$ cat src/rtl/speed_disp_pkg.sv
// Shared constants, FSM state type and segment encoder for the speed display.
package speed_disp_pkg;

  localparam logic [6:0] SEG_BLANK = 7'b1111111;
  localparam logic [6:0] SEG_0     = 7'b0000001;
  localparam logic [6:0] SEG_1     = 7'b1001111;
  localparam logic [6:0] SEG_2     = 7'b0010010;
  localparam logic [6:0] SEG_3     = 7'b0000110;
  localparam logic [6:0] SEG_4     = 7'b1001100;
  localparam logic [6:0] SEG_5     = 7'b0100100;
  localparam logic [6:0] SEG_6     = 7'b0100000;
  localparam logic [6:0] SEG_7     = 7'b0001111;
  localparam logic [6:0] SEG_8     = 7'b0000000;
  localparam logic [6:0] SEG_9     = 7'b0000100;

  typedef enum logic [1:0] {
    IDLE  = 2'd0,
    CONV  = 2'd1,
    LATCH = 2'd2
  } state_e;

  // Active-low a..g code for one BCD nibble; non-decimal nibbles stay dark.
  function automatic logic [6:0] seg_encode(input logic [3:0] nib);
    logic [6:0] code;
    case (nib)
      4'd0:    code = SEG_0;
      4'd1:    code = SEG_1;
      4'd2:    code = SEG_2;
      4'd3:    code = SEG_3;
      4'd4:    code = SEG_4;
      4'd5:    code = SEG_5;
      4'd6:    code = SEG_6;
      4'd7:    code = SEG_7;
      4'd8:    code = SEG_8;
      4'd9:    code = SEG_9;
      default: code = SEG_BLANK;
    endcase
    return code;
  endfunction

endpackage

$ cat src/rtl/bin2bcd_seq.sv
// Iterative shift-add-3 binary to BCD converter: one bit per cycle, VAL_W cycles per conversion.
module bin2bcd_seq #(
  parameter int VAL_W      = 7,
  parameter int NUM_DIGITS = 3
) (
  input  logic                    clk,
  input  logic                    rst_n,
  input  logic                    start,
  input  logic [VAL_W-1:0]        bin_in,
  output logic [4*NUM_DIGITS-1:0] bcd_out,
  output logic                    done
);

  localparam int BCD_W = 4 * NUM_DIGITS;
  localparam int CNT_W = $clog2(VAL_W + 1);

  logic [BCD_W-1:0] bcd_q, bcd_d, adj;
  logic [VAL_W-1:0] bin_q, bin_d;
  logic [CNT_W-1:0] cnt_q, cnt_d;

  always_comb begin
    bcd_d = bcd_q;
    bin_d = bin_q;
    cnt_d = cnt_q;
    adj   = bcd_q;
    if (start) begin
      bcd_d = '0;
      bin_d = bin_in;
      cnt_d = CNT_W'(VAL_W);
    end else if (cnt_q != '0) begin
      for (int k = 0; k < NUM_DIGITS; k++) begin
        if (adj[4*k +: 4] >= 4'd5) adj[4*k +: 4] = adj[4*k +: 4] + 4'd3;
      end
      {bcd_d, bin_d} = {adj[BCD_W-2:0], bin_q, 1'b0};
      cnt_d = cnt_q - CNT_W'(1);
    end
  end

  // Only the bit counter is control; the shift registers need no reset.
  always_ff @(posedge clk) begin
    if (!rst_n) cnt_q <= '0;
    else        cnt_q <= cnt_d;
  end

  always_ff @(posedge clk) begin
    bcd_q <= bcd_d;
    bin_q <= bin_d;
  end

  // High during the final shift cycle so the caller can leave CONV on that edge.
  assign done    = (cnt_q == CNT_W'(1));
  assign bcd_out = bcd_q;

endmodule

$ cat src/rtl/speed_display_seq.sv
// Sequential speed-deviation to 7-segment display driver.
// Optional leading-zero blanking is enabled by defining SPEED_DISP_LZB_EN.
module speed_display_seq
  import speed_disp_pkg::*;
#(
  parameter int VAL_W      = 7,
  parameter int OFFSET     = 27,
  parameter int NUM_DIGITS = 3
) (
  input  logic                    Clock,
  input  logic                    Resetn,
  input  logic [VAL_W-1:0]        Speed,
  input  logic                    Load,
  input  logic                    DisplayEnable,
  output logic [7*NUM_DIGITS-1:0] Digits,
  output logic                    Negative,
  output logic                    Overflow,
  output logic                    Busy,
  output logic                    Valid
);

  localparam int               BCD_W   = 4 * NUM_DIGITS;
  localparam int               MAX_VAL = 10 ** NUM_DIGITS - 1;
  localparam logic [VAL_W-1:0] OFF_V   = VAL_W'(OFFSET);

  state_e                  state_q, state_d;
  logic                    sign_q, sign_d;
  logic                    ovf_q, ovf_d;
  logic                    neg_q, neg_d;
  logic                    ovf_out_q, ovf_out_d;
  logic                    valid_q, valid_d;
  logic [BCD_W-1:0]        held_q, held_d;
  logic [7*NUM_DIGITS-1:0] digits_q, digits_d;

  logic                    below;
  logic [VAL_W-1:0]        mag;
  logic                    mag_ovf;
  logic                    conv_start;
  logic                    conv_done;
  logic [BCD_W-1:0]        conv_bcd;
`ifdef SPEED_DISP_LZB_EN
  logic                    lead_zero;
`endif

  // Magnitude of deviation from the centre; the subtraction never wraps.
  assign below   = (Speed < OFF_V);
  assign mag     = below ? (OFF_V - Speed) : (Speed - OFF_V);
  assign mag_ovf = (32'(mag) > 32'(MAX_VAL));

  bin2bcd_seq #(
    .VAL_W      (VAL_W),
    .NUM_DIGITS (NUM_DIGITS)
  ) u_bin2bcd (
    .clk     (Clock),
    .rst_n   (Resetn),
    .start   (conv_start),
    .bin_in  (mag),
    .bcd_out (conv_bcd),
    .done    (conv_done)
  );

  always_comb begin
    state_d    = state_q;
    sign_d     = sign_q;
    ovf_d      = ovf_q;
    neg_d      = neg_q;
    ovf_out_d  = ovf_out_q;
    held_d     = held_q;
    valid_d    = 1'b0;
    conv_start = 1'b0;
    case (state_q)
      IDLE: begin
        if (Load) begin
          conv_start = 1'b1;
          sign_d     = below;
          ovf_d      = mag_ovf;
          state_d    = CONV;
        end
      end
      CONV: begin
        if (conv_done) state_d = LATCH;
      end
      LATCH: begin
        held_d    = ovf_q ? {NUM_DIGITS{4'd9}} : conv_bcd;
        neg_d     = sign_q;
        ovf_out_d = ovf_q;
        valid_d   = 1'b1;
        state_d   = IDLE;
      end
      default: state_d = IDLE;
    endcase
  end

  always_comb begin
    digits_d = {NUM_DIGITS{SEG_BLANK}};
`ifdef SPEED_DISP_LZB_EN
    lead_zero = 1'b1;
`endif
    if (DisplayEnable) begin
      for (int k = NUM_DIGITS - 1; k >= 0; k--) begin
        digits_d[7*k +: 7] = seg_encode(held_q[4*k +: 4]);
`ifdef SPEED_DISP_LZB_EN
        lead_zero = lead_zero && (held_q[4*k +: 4] == 4'd0);
        if (lead_zero && (k != 0)) digits_d[7*k +: 7] = SEG_BLANK;
`endif
      end
    end
  end

  always_ff @(posedge Clock) begin
    if (!Resetn) begin
      state_q   <= IDLE;
      neg_q     <= 1'b0;
      ovf_out_q <= 1'b0;
      valid_q   <= 1'b0;
      held_q    <= '0;
      digits_q  <= {NUM_DIGITS{SEG_BLANK}};
    end else begin
      state_q   <= state_d;
      neg_q     <= neg_d;
      ovf_out_q <= ovf_out_d;
      valid_q   <= valid_d;
      held_q    <= held_d;
      digits_q  <= digits_d;
    end
  end

  // Capture flags are only read in LATCH after a Load, so they carry no reset.
  always_ff @(posedge Clock) begin
    sign_q <= sign_d;
    ovf_q  <= ovf_d;
  end

  assign Digits   = digits_q;
  assign Negative = neg_q;
  assign Overflow = ovf_out_q;
  assign Valid    = valid_q;
  assign Busy     = (state_q != IDLE);

endmodule

$ cat config.mk
export PLATFORM = sky130hd
export DESIGN_NAME = speed_display_seq
export DESIGN_NICKNAME = d
export VERILOG_FILES = /design/src/rtl/speed_disp_pkg.sv /design/src/rtl/bin2bcd_seq.sv /design/src/rtl/speed_display_seq.sv
export SDC_FILE = /design/constraint.sdc
export NUM_CORES = 1
export LEC_CHECK = 0
export ABC_AREA = 0
export CAP_MARGIN = 20
export CORE_ASPECT_RATIO = 1.25
export CORE_MARGIN = 10
export CORE_UTILIZATION = 35
export CTS_BUF_LIST = sky130_fd_sc_hd__clkbuf_16
export CTS_CLUSTER_DIAMETER = 80
export DETAILED_ROUTE_END_ITERATION = 10
export DONT_BUFFER_PORTS = 1
export SYNTH_ARGS = -nofsm -noshare
export SYNTH_HDL_FRONTEND = slang
export SYNTH_SLANG_ARGS = --single-unit
$ cat constraint.sdc
create_clock -name Clock -period 1.4 [get_ports Clock]
set_input_delay 0.07 -clock Clock [delete_from_list [all_inputs] [get_ports Clock]]
set_output_delay 0.07 -clock Clock [all_outputs]
set_load 0.02 [all_outputs]
# == Word-level counts from Yosys, hierarchy flattened ==
# Memory sizes are Yosys's and may differ from the RTL's. A register that Yosys moved wholly into a read port is not among the register bits.
# Cells that the tools add are included.
# word_totals
regBits,39
elab_cells,50
out_inout_bits,25
mem_count,3
mem_bits_ro,336
input_bits,11
# op_classes
reduce_logical,10
magnitude_cmp,4
n_eq_ne,5
muxes,14
add_sub_neg,6
# memory_table
name,words,width,read_ports,rd_clocked_by_memory_dff,write_ports,line_no,text
(name not given),16,7,1,1,0,speed_disp_pkg.sv:25,case (nib)
(name not given),16,7,1,1,0,speed_disp_pkg.sv:25,
(name not given),16,7,1,1,0,speed_disp_pkg.sv:25,
# ops
operator,count
$mux 7,3
$ge 4x3->1 const B,3
$mux 3,3
$add 4x2->4 const B,2
$mux 4,2
$lt 7x5->1 const B,1
$sub 5x7->7 const A,1
$sub 7x5->7 const B,1
$reduce_and 2->1,3
$mux 2,2
$ne 2x2->1 const B,2
$pmux 2 s2,1
$reduce_bool 2->1,2
$add 3x2->3 const B,1
$eq 3x1->1 const B,1
$logic_not 1->1,3
$mux 1,3
$reduce_bool 3->1,1
$sub 3x1->3 const B,1
$eq 2x1->1 const B,1
$eq 2x2->1 const B,1
$logic_not 2->1,1

# == Logic depth before layout (Yosys ltp) ==
# Gate-level depths: netlist of the first run.
# logic_depth
word_depth,3
mapped_depth,6
depth_no_buf,6

# == Hierarchy ==
# From an unflattened synthesis of the first run, not the netlist that was laid out.
# hier_totals
cells_unflattened,346
hier_area_um2,3143.0
# by_module_without_submodules
module,cells_per_inst,seq_area_each_um2,n_inst,area_per_inst_um2
speed_display_seq,216,770.7,1,1880.6
bin2bcd_seq,130,510.5,1,1262.5

# == Least setup slack after synthesis of the first run ==
# OpenSTA, ideal clock, no wires.
# synth_timing
path_type,register to register
start,register u_bin2bcd.bcd_q[1] (netlist: u_bin2bcd.bcd_out[1])
end,register u_bin2bcd.bcd_q[2] (netlist: u_bin2bcd.bcd_out[2])
arrival_time_ns,1.365
period_less_slack_ns,1.439
setup_ns,0.074
required_ns,1.326
setup_slack_ns,-0.039
stages_incl_launch_ff,7
n_path_buf,0
cell_sequence,dfxtp_1 inv_1 ha_1 nand2b_1 a21oi_1 mux2_2 o21ai_0
# synth_via
elab_chain_len,2
word_cells_on_any_way,3
cone_classes,add/sub: 1; order compare: 1; mux: 1
# synth_lines
item,line_no,text
from (decl),bin2bcd_seq.sv:17,"logic [BCD_W-1:0] bcd_q, bcd_d, adj;"
from (signal assigned),bin2bcd_seq.sv:46,bcd_q <= bcd_d;
$add 4x2->4 / $ge 4x3->1 (equally long branches),bin2bcd_seq.sv:32,if (adj[4*k +: 4] >= 4'd5) adj[4*k +: 4] = adj[4*k +: 4] + 4'd3;
$mux 4 *,bin2bcd_seq.sv:32,
# Every way passes the cells marked *; elsewhere a longest branch is shown, timed or not.
# A chain may end at the register's enable or synchronous reset.

# == Final worst setup path of the first run ==
# layout_timing
start,register u_bin2bcd.bcd_q[5] (netlist: u_bin2bcd.bcd_out[5])
end,register u_bin2bcd.bcd_q[6] (netlist: u_bin2bcd.bcd_out[6])
# The elaborated chain is that of the path after synthesis.

==> flow_summary_export.csv, run 1 <==
group,metric,value,unit
global_route,grt_util_met2,0.164,
die,boundaryPins,36,
synthesis,syn_nets,390,
flow_run,maxCapViolations,0,
setup_path,reg2reg_slack,0.02,ns
power_and_ir_drop,p_per_area,1620,nW/um^2
min_path,hold_start,"Speed[5]",
cts,cts_tree,"done",
sta,setup_viol,0,
placement,gp_congestion,0.826,
synthesis,postSynthAreaPerCell,8.54,sq um
sta,final_max_slew_viol_count,0,
cells_and_area,multiInputGateArea,1710,sq um
synthesis,yosys.area.top_type_share,0.347,
setup_path,r2r-end,"u_bin2bcd.bcd_out[6]",
drt,detail_route.wirelength,6050,um
setup_path,path_max_fanout,3,
global_route,antenna_found_initial,0,
setup_path,arrival,1.63,ns
sta,finalCriticalPeriod,1.38,ns
cts,clk_latency,0.32,ns
cells_and_area,fillCellCount,781,
synthesis,synthArstFlopShare,0,
drt,first_pass_iters,4,
cells_and_area,finish.utilization,0.451,
cells_and_area,drive_gt1_frac,0.215,
global_route,grtUsageMet1,0.105,
cts,root_buffer,"clkbuf_16",
die,rows,37,
cts,cts.path.max_buffers,2,
synthesis,syn_area,3000,sq um
min_path,hold_path_class,"in2reg",
cts,path_clk_slew,0.05,ns
placement,io_buffers,0,
cells_and_area,seq_area,1290,sq um
drt,viasPerCell,4.84,
sta,hold_viol_final,0,
global_route,overflow,0,
synthesis,yosysWarnings,0,
synthesis,ys_types,39,
die,start_util,0.362,
sta,fmax,727,MHz
setup_path,cp-startpoint,"u_bin2bcd.bcd_out[5]",
setup_path,reg2reg_depth,6,
drt,ant_nets,0,
setup_path,r2r_start,"u_bin2bcd.bcd_out[5]",
drt,post_drt_wl_per_cell,12.6,um
synthesis,yosys_most_used_dff,"dfxtp_1",
cells_and_area,finalNetCount,416,
drt,drtIter0Drc,93,
die,die_h,123,um
sta,worst_pin_slew,0.579,ns
power_and_ir_drop,peakVddDrop,0.000865,V
global_route,use_met3,0.0335,
placement,post-dp-hpwl,4310,um
setup_path,crit_required,1.65,ns
synthesis,synth-seq-area-share,0.428,
cts,cts_sinks,60,
setup_path,path_class,"reg2reg",
sta,min_period_over_period,0.983,
cells_and_area,diodes,0,
cells_and_area,layout_common_cells,"dfxtp_1, nand2_1, nor2_1",
global_route,grt_max_degree,22,
synthesis,synthTopCellsByArea,"dfxtp_1, ha_1, edfxtp_1",
drt,drc,0,
global_route,first_global_vias,2238,
setup_path,endpoint,"u_bin2bcd.bcd_out[6]",
cts,htreeDepth,3,
power_and_ir_drop,total_leakage_power,1.48,nW
die,core_area,8290,sq um
global_route,track_usage,0.0969,
die,fp.dieW,103,um
global_route,grt_pass1_wl,9880,um
sta,rsz0062_at_grt,"yes",
synthesis,syn_inst,351,
cts,cts_buffers,9,
run_status,status,"completed",
drt,route.vias.total,2316,
die,die_area,12700,sq um
cells_and_area,syn2layout_area_growth,24.7,%
synthesis,synth_seq_cells,60,
setup_path,crit_path_end_kind,"register",
setup_path,startpoint_type,"register",
cells_and_area,layout.cells.most_common,"dfxtp_1",
synthesis,synth_area_leader_cell,"dfxtp_1",
sta,timing.hold.ws,0.0511,ns
sta,final.setup_skew,0.00491,ns
sta,relSlewSlack,0.613,
global_route,busiest_layer,"met2",
synthesis,synth_edf_count,8,
how the worst min path moves through the flow:
| stage | endpoint | slack, ns | cells past startpoint |
|---|---|---|---|
| after floorplan | state_q[0] | 0.22 | 2 |
| after global placement | u_bin2bcd.cnt_q[1] | 0.19 | 1 |
| after detailed placement | u_bin2bcd.cnt_q[1] | 0.20 | 1 |
| after CTS | u_bin2bcd.bin_q[5] | 0.04 | 2 |
| after global routing | u_bin2bcd.bin_q[5] | 0.06 | 2 |
| final | u_bin2bcd.bin_q[5] | 0.05 | 2 |
timing repair:
item	CTS	global route
endpoints found under the hold margin	20	0
resized for setup	6	39
pin swaps	3	6
hold buffers	3	0
endpoints found under the setup margin	5	26
setup buffers	1	3
per-layer routing:
layer / up-vias / share of wire
li1: 1224 / -
met1: 1032 / 0.43
met2: 51 / 0.49
met3: 9 / 0.067
met4: 0 / 0.018
met5: - / 0
power by group:
part	switching, W	leakage (nW)	internal, W
combinational	0.000795	0.822	0.000921
clock	0.000729	0.144	0.00128
sequential	0.000295	0.512	0.00204
Yosys cell counts (2+ instances only):
library cell,n
buf_2,7
nand2b_1,15
mux2i_1,2
nor3_1,2
ha_1,28
edfxtp_1,8
a21boi_0,15
clkbuf_1,8
a31oi_1,2
dfxtp_1,52
nor2_1,33
o22ai_1,7
xnor2_1,5
nor2b_1,2
o21a_1,2
nor3b_1,3
nand3_1,11
inv_1,24
nand2_1,46
a21oi_1,28
o21ai_0,27
a211oi_1,2
mux2_2,3
and2_1,2
or2_2,3
registers in the layout (all words and copies together) (netlist names):
register / flops
u_bin2bcd.cnt_q: 3
Negative: 1
Digits: 21
Valid: 1
u_bin2bcd.bcd_out: 12
held_q: 12
sign_q: 1
u_bin2bcd.bin_q: 7
state_q: 2
logic make-up (layout without fill, tap and decap cells):
family	count (synthesis)	in the layout	share of synthesized area
AO/OA/AOI/OAI	90	90	0.182
other	1	1	0.00125
flip-flops	60	60	0.428
multiplexers	5	5	0.0180
buffers and inverters	41	72	0.0555
AND/OR/NAND/NOR	120	120	0.181
adder cells (fa/ha/maj)	28	28	0.117
XOR/XNOR	6	6	0.0175
worst max-delay path, stage by stage, from the launching register on:
cell and delay, ns:
dfxtp_2 0.35, inv_4 0.05, ha_4 0.15, nand2b_4 0.14, a21oi_4 0.17, mux2_4 0.32, o21ai_2 0.12
per-stage QoR:
stage	setup TNS, ns	total power (W)	setup WS (ns)	cells	cell area (sq um)
floorplan	0	0.00312	0.000121	351	3010
global placement	0	0.00352	0.00143	457	3250
detailed placement	-0.107	0.00358	-0.0417	457	3250
CTS	-0.0240	0.00572	-0.0126	477	3570
global route	-0.0446	0.00641	-0.0262	479	3740
finish	0	0.00606	0.0244	479	3740
area by class of cell:
type | instances | share of cell area
timing repair buffer | 31 | 0.0653
clock inverter | 6 | 0.00737
inverter | 25 | 0.0265
multi-input combinational | 250 | 0.457
tap | 97 | 0.0325
sequential | 60 | 0.345
clock buffer | 10 | 0.0670
(Power assumes the default switching activity.)
==> run 2, diff against run 1 <==
Settings changed: ABC_AREA 0 to 1.
==> run 2 against run 1 <==
Sequential share of layout area up 2.1 points. Global-route usage fell by 0.48 points. Worst hold slack got worse by 0.016 ns. Largest cell class unchanged. Critical endpoint is now u_bin2bcd.cnt_q[0]. Maximum frequency up 6.4%. Sequential cell count unchanged. Utilization fell by 2.9 points. Cell count is 2.9% higher. Largest power group unchanged. Cell area is 5.9% lower. Via count is 0.52% higher.
==> flow_summary_export.csv, run 2 <==
group,metric,value,unit
setup_path,path_class,"reg2reg",
power_and_ir_drop,p_per_area,1690,nW/um^2
synthesis,yosysWarnings,0,
setup_path,slowest_stage,"dfxtp_2",
synthesis,synth_seq_cells,60,
setup_path,cp_cell_sequence,"inv_2 -> ha_4 -> inv_2 -> nor2_4 -> buf_4 -> o21ai_1 -> o21ai_0 -> inv_1",
global_route,antenna_found_initial,0,
drt,route.vias.total,2328,
synthesis,synth_most_common_cell,"nand2_1",
sta,worst_pin_slew,0.501,ns
cts,htreeDepth,3,
sta,finalCriticalPeriod,1.29,ns
min_path,hold_depth,3,
drt,first_pass_iters,4,
drt,drc,0,
global_route,overflow,0,
die,core_area,8330,sq um
placement,post-dp-hpwl,4150,um
sta,setup_tns,0,ns
sta,relSlewSlack,0.665,
min_path,hold_path_class,"in2reg",
placement,gp_congestion,0.802,
die,fp.dieW,103,um
power_and_ir_drop,p_total,0.00593,W
synthesis,synthArstFlopShare,0,
drt,detail_route.wirelength,5560,um
die,rows,37,
cells_and_area,diodes,0,
setup_path,reg2reg_slack,0.11,ns
synthesis,syn_nets,415,
placement,io_buffers,0,
global_route,first_global_vias,2173,
cts,path_clk_slew,0.05,ns
synthesis,syn_area,3020,sq um
cts,clk_latency,0.32,ns
setup_path,max_stage_delay,0.32,ns
synthesis,synth_commonest_cells,"nand2_1, inv_1, dfxtp_1, o21ai_0, ha_1",
die,start_util,0.362,
cts,cts_sinks,60,
sta,final.setup_skew,0.00521,ns
placement,place_area,3140,sq um
synthesis,ys_types,30,
power_and_ir_drop,total_leakage_power,1.61,nW
flow_run,maxCapViolations,0,
drt,post_drt_wl_per_cell,11.3,um
cells_and_area,syn2layout_area_growth,16.5,%
setup_path,crit_path_end_kind,"register",
die,die_h,124,um
die,die_area,12800,sq um
cells_and_area,drive_gt1_frac,0.172,
setup_path,arrival,1.50,ns
synthesis,syn_inst,376,
cells_and_area,layout.cells.most_common,"nand2_1",
setup_path,path_common_cell,"inv_2",
sta,min_period_over_period,0.923,
cells_and_area,layout_common_cells,"nand2_1, dfxtp_1, inv_1",
cts,cts_tree,"done",
sta,rsz0062_at_grt,"no",
synthesis,synth_edf_count,8,
cts,root_buffer,"clkbuf_16",
setup_path,path_max_fanout,11,
cts,cts.path.max_buffers,2,
drt,ant_nets,0,
setup_path,startpoint_type,"register",
power_and_ir_drop,peakVddDrop,0.000624,V
sta,fmax,774,MHz
run_status,status,"completed",
sta,setup_viol,0,
sta,hold_viol_final,0,
synthesis,postSynthAreaPerCell,8.02,sq um
global_route,track_usage,0.0921,
synthesis,synth-seq-area-share,0.425,
sta,final_max_slew_viol_count,0,
die,boundaryPins,36,
drt,viasPerCell,4.72,
setup_path,crit_required,1.61,ns
cells_and_area,fillCellCount,853,
synthesis,synthTopCellsByArea,"dfxtp_1, ha_1, nand2_1",
setup_path,reg2reg_depth,8,
synthesis,yosys.area.top_type_share,0.345,
synthesis,yosys_most_used_dff,"dfxtp_1",
synthesis,synth_area_leader_cell,"dfxtp_1",
global_route,grt_max_degree,17,
cts,cts_buffers,9,
cells_and_area,finalNetCount,430,
cells_and_area,largest_register_ffs,21,
cells_and_area,fin_area,3520,sq um
drt,drtIter0Drc,97,
global_route,grt_pass1_wl,9440,um
run 2: changes by cell type in the layout (fill, tap and decap cells not counted), sizes merged, moves of 7 or more:
cell,delta
a21boi,-15
nand2,+31
o22ai,-7
inv,+33
nand3,+16
buf,-16
nand2b,-15
nor2,-17
o21ai,+20
run 2: metrics by stage:
stage,hold WS (ns),std cells,setup WS [ns],utilization
after floorplan,0.208,376,0.0824,-
after CTS,0.0235,492,0.0433,0.415
final,0.0347,493,0.108,0.422
after global placement,0.214,474,0.0753,0.377
after detailed placement,0.218,474,0.0479,0.377
after global routing,0.0379,493,0.000949,0.422
run 2: worst paths after layout:
kind / end / start
worst max-delay path: u_bin2bcd.cnt_q[0] / u_bin2bcd.cnt_q[0]
worst min-delay path: u_bin2bcd.bcd_out[3] / Load
worst max register to register: u_bin2bcd.cnt_q[0] / u_bin2bcd.cnt_q[0]
worst min register to register: state_q[1] / state_q[1]
run 2: power breakdown:
group / switching, W / leakage, nW / internal [W]
registers: 0.000249 / 0.514 / 0.00207
clock network: 0.000749 / 0.142 / 0.00136
logic: 0.000875 / 0.954 / 0.000625
run 2: cell type report:
type	count	area [sq um]	area share
sequential	60	1290	0.366
multi-input combinational	247	1480	0.420
tap	97	121	0.0345
clock inverter	7	66.3	0.0189
timing repair buffer	14	118	0.0335
inverter	59	224	0.0637
clock buffer	9	225	0.0641
run 2: critical path, delay by kind of cell, from the launching register on:
kind	cells	cell delay, ns
flip-flops	1	0.32
AND/OR/NAND/NOR	1	0.12
buffers and inverters	4	0.37
adder cells (fa/ha/maj)	1	0.14
AO/OA/AOI/OAI	2	0.23
run 2: routing by layer:
layer	wire [um]	vias to the layer above	global-route usage
met1	2550	1029	0.107
met2	2470	47	0.148
met4	99	0	0.0444
met5	0	-	0
met3	437	10	0.0321
li1	-	1242	-
run 2: what timing repair did:
item | in CTS | in global routing
setup buffers | 0 | 1
endpoints found under the setup margin | 0 | 15
resized for setup | 0 | 23
hold endpoints to repair | 20 | 0
hold buffers | 2 | 0
run 2: cell families (layout without fill, tap and decap cells):
logic type | after synthesis | count (layout) | share of synthesized area
simple gates | 130 | 130 | 0.193
compound gates | 85 | 85 | 0.157
buf+inv | 69 | 89 | 0.0995
flops | 60 | 60 | 0.425
fa+ha+maj | 28 | 28 | 0.116
xor+xnor | 3 | 3 | 0.00871
other cells | 1 | 1 | 0.00124
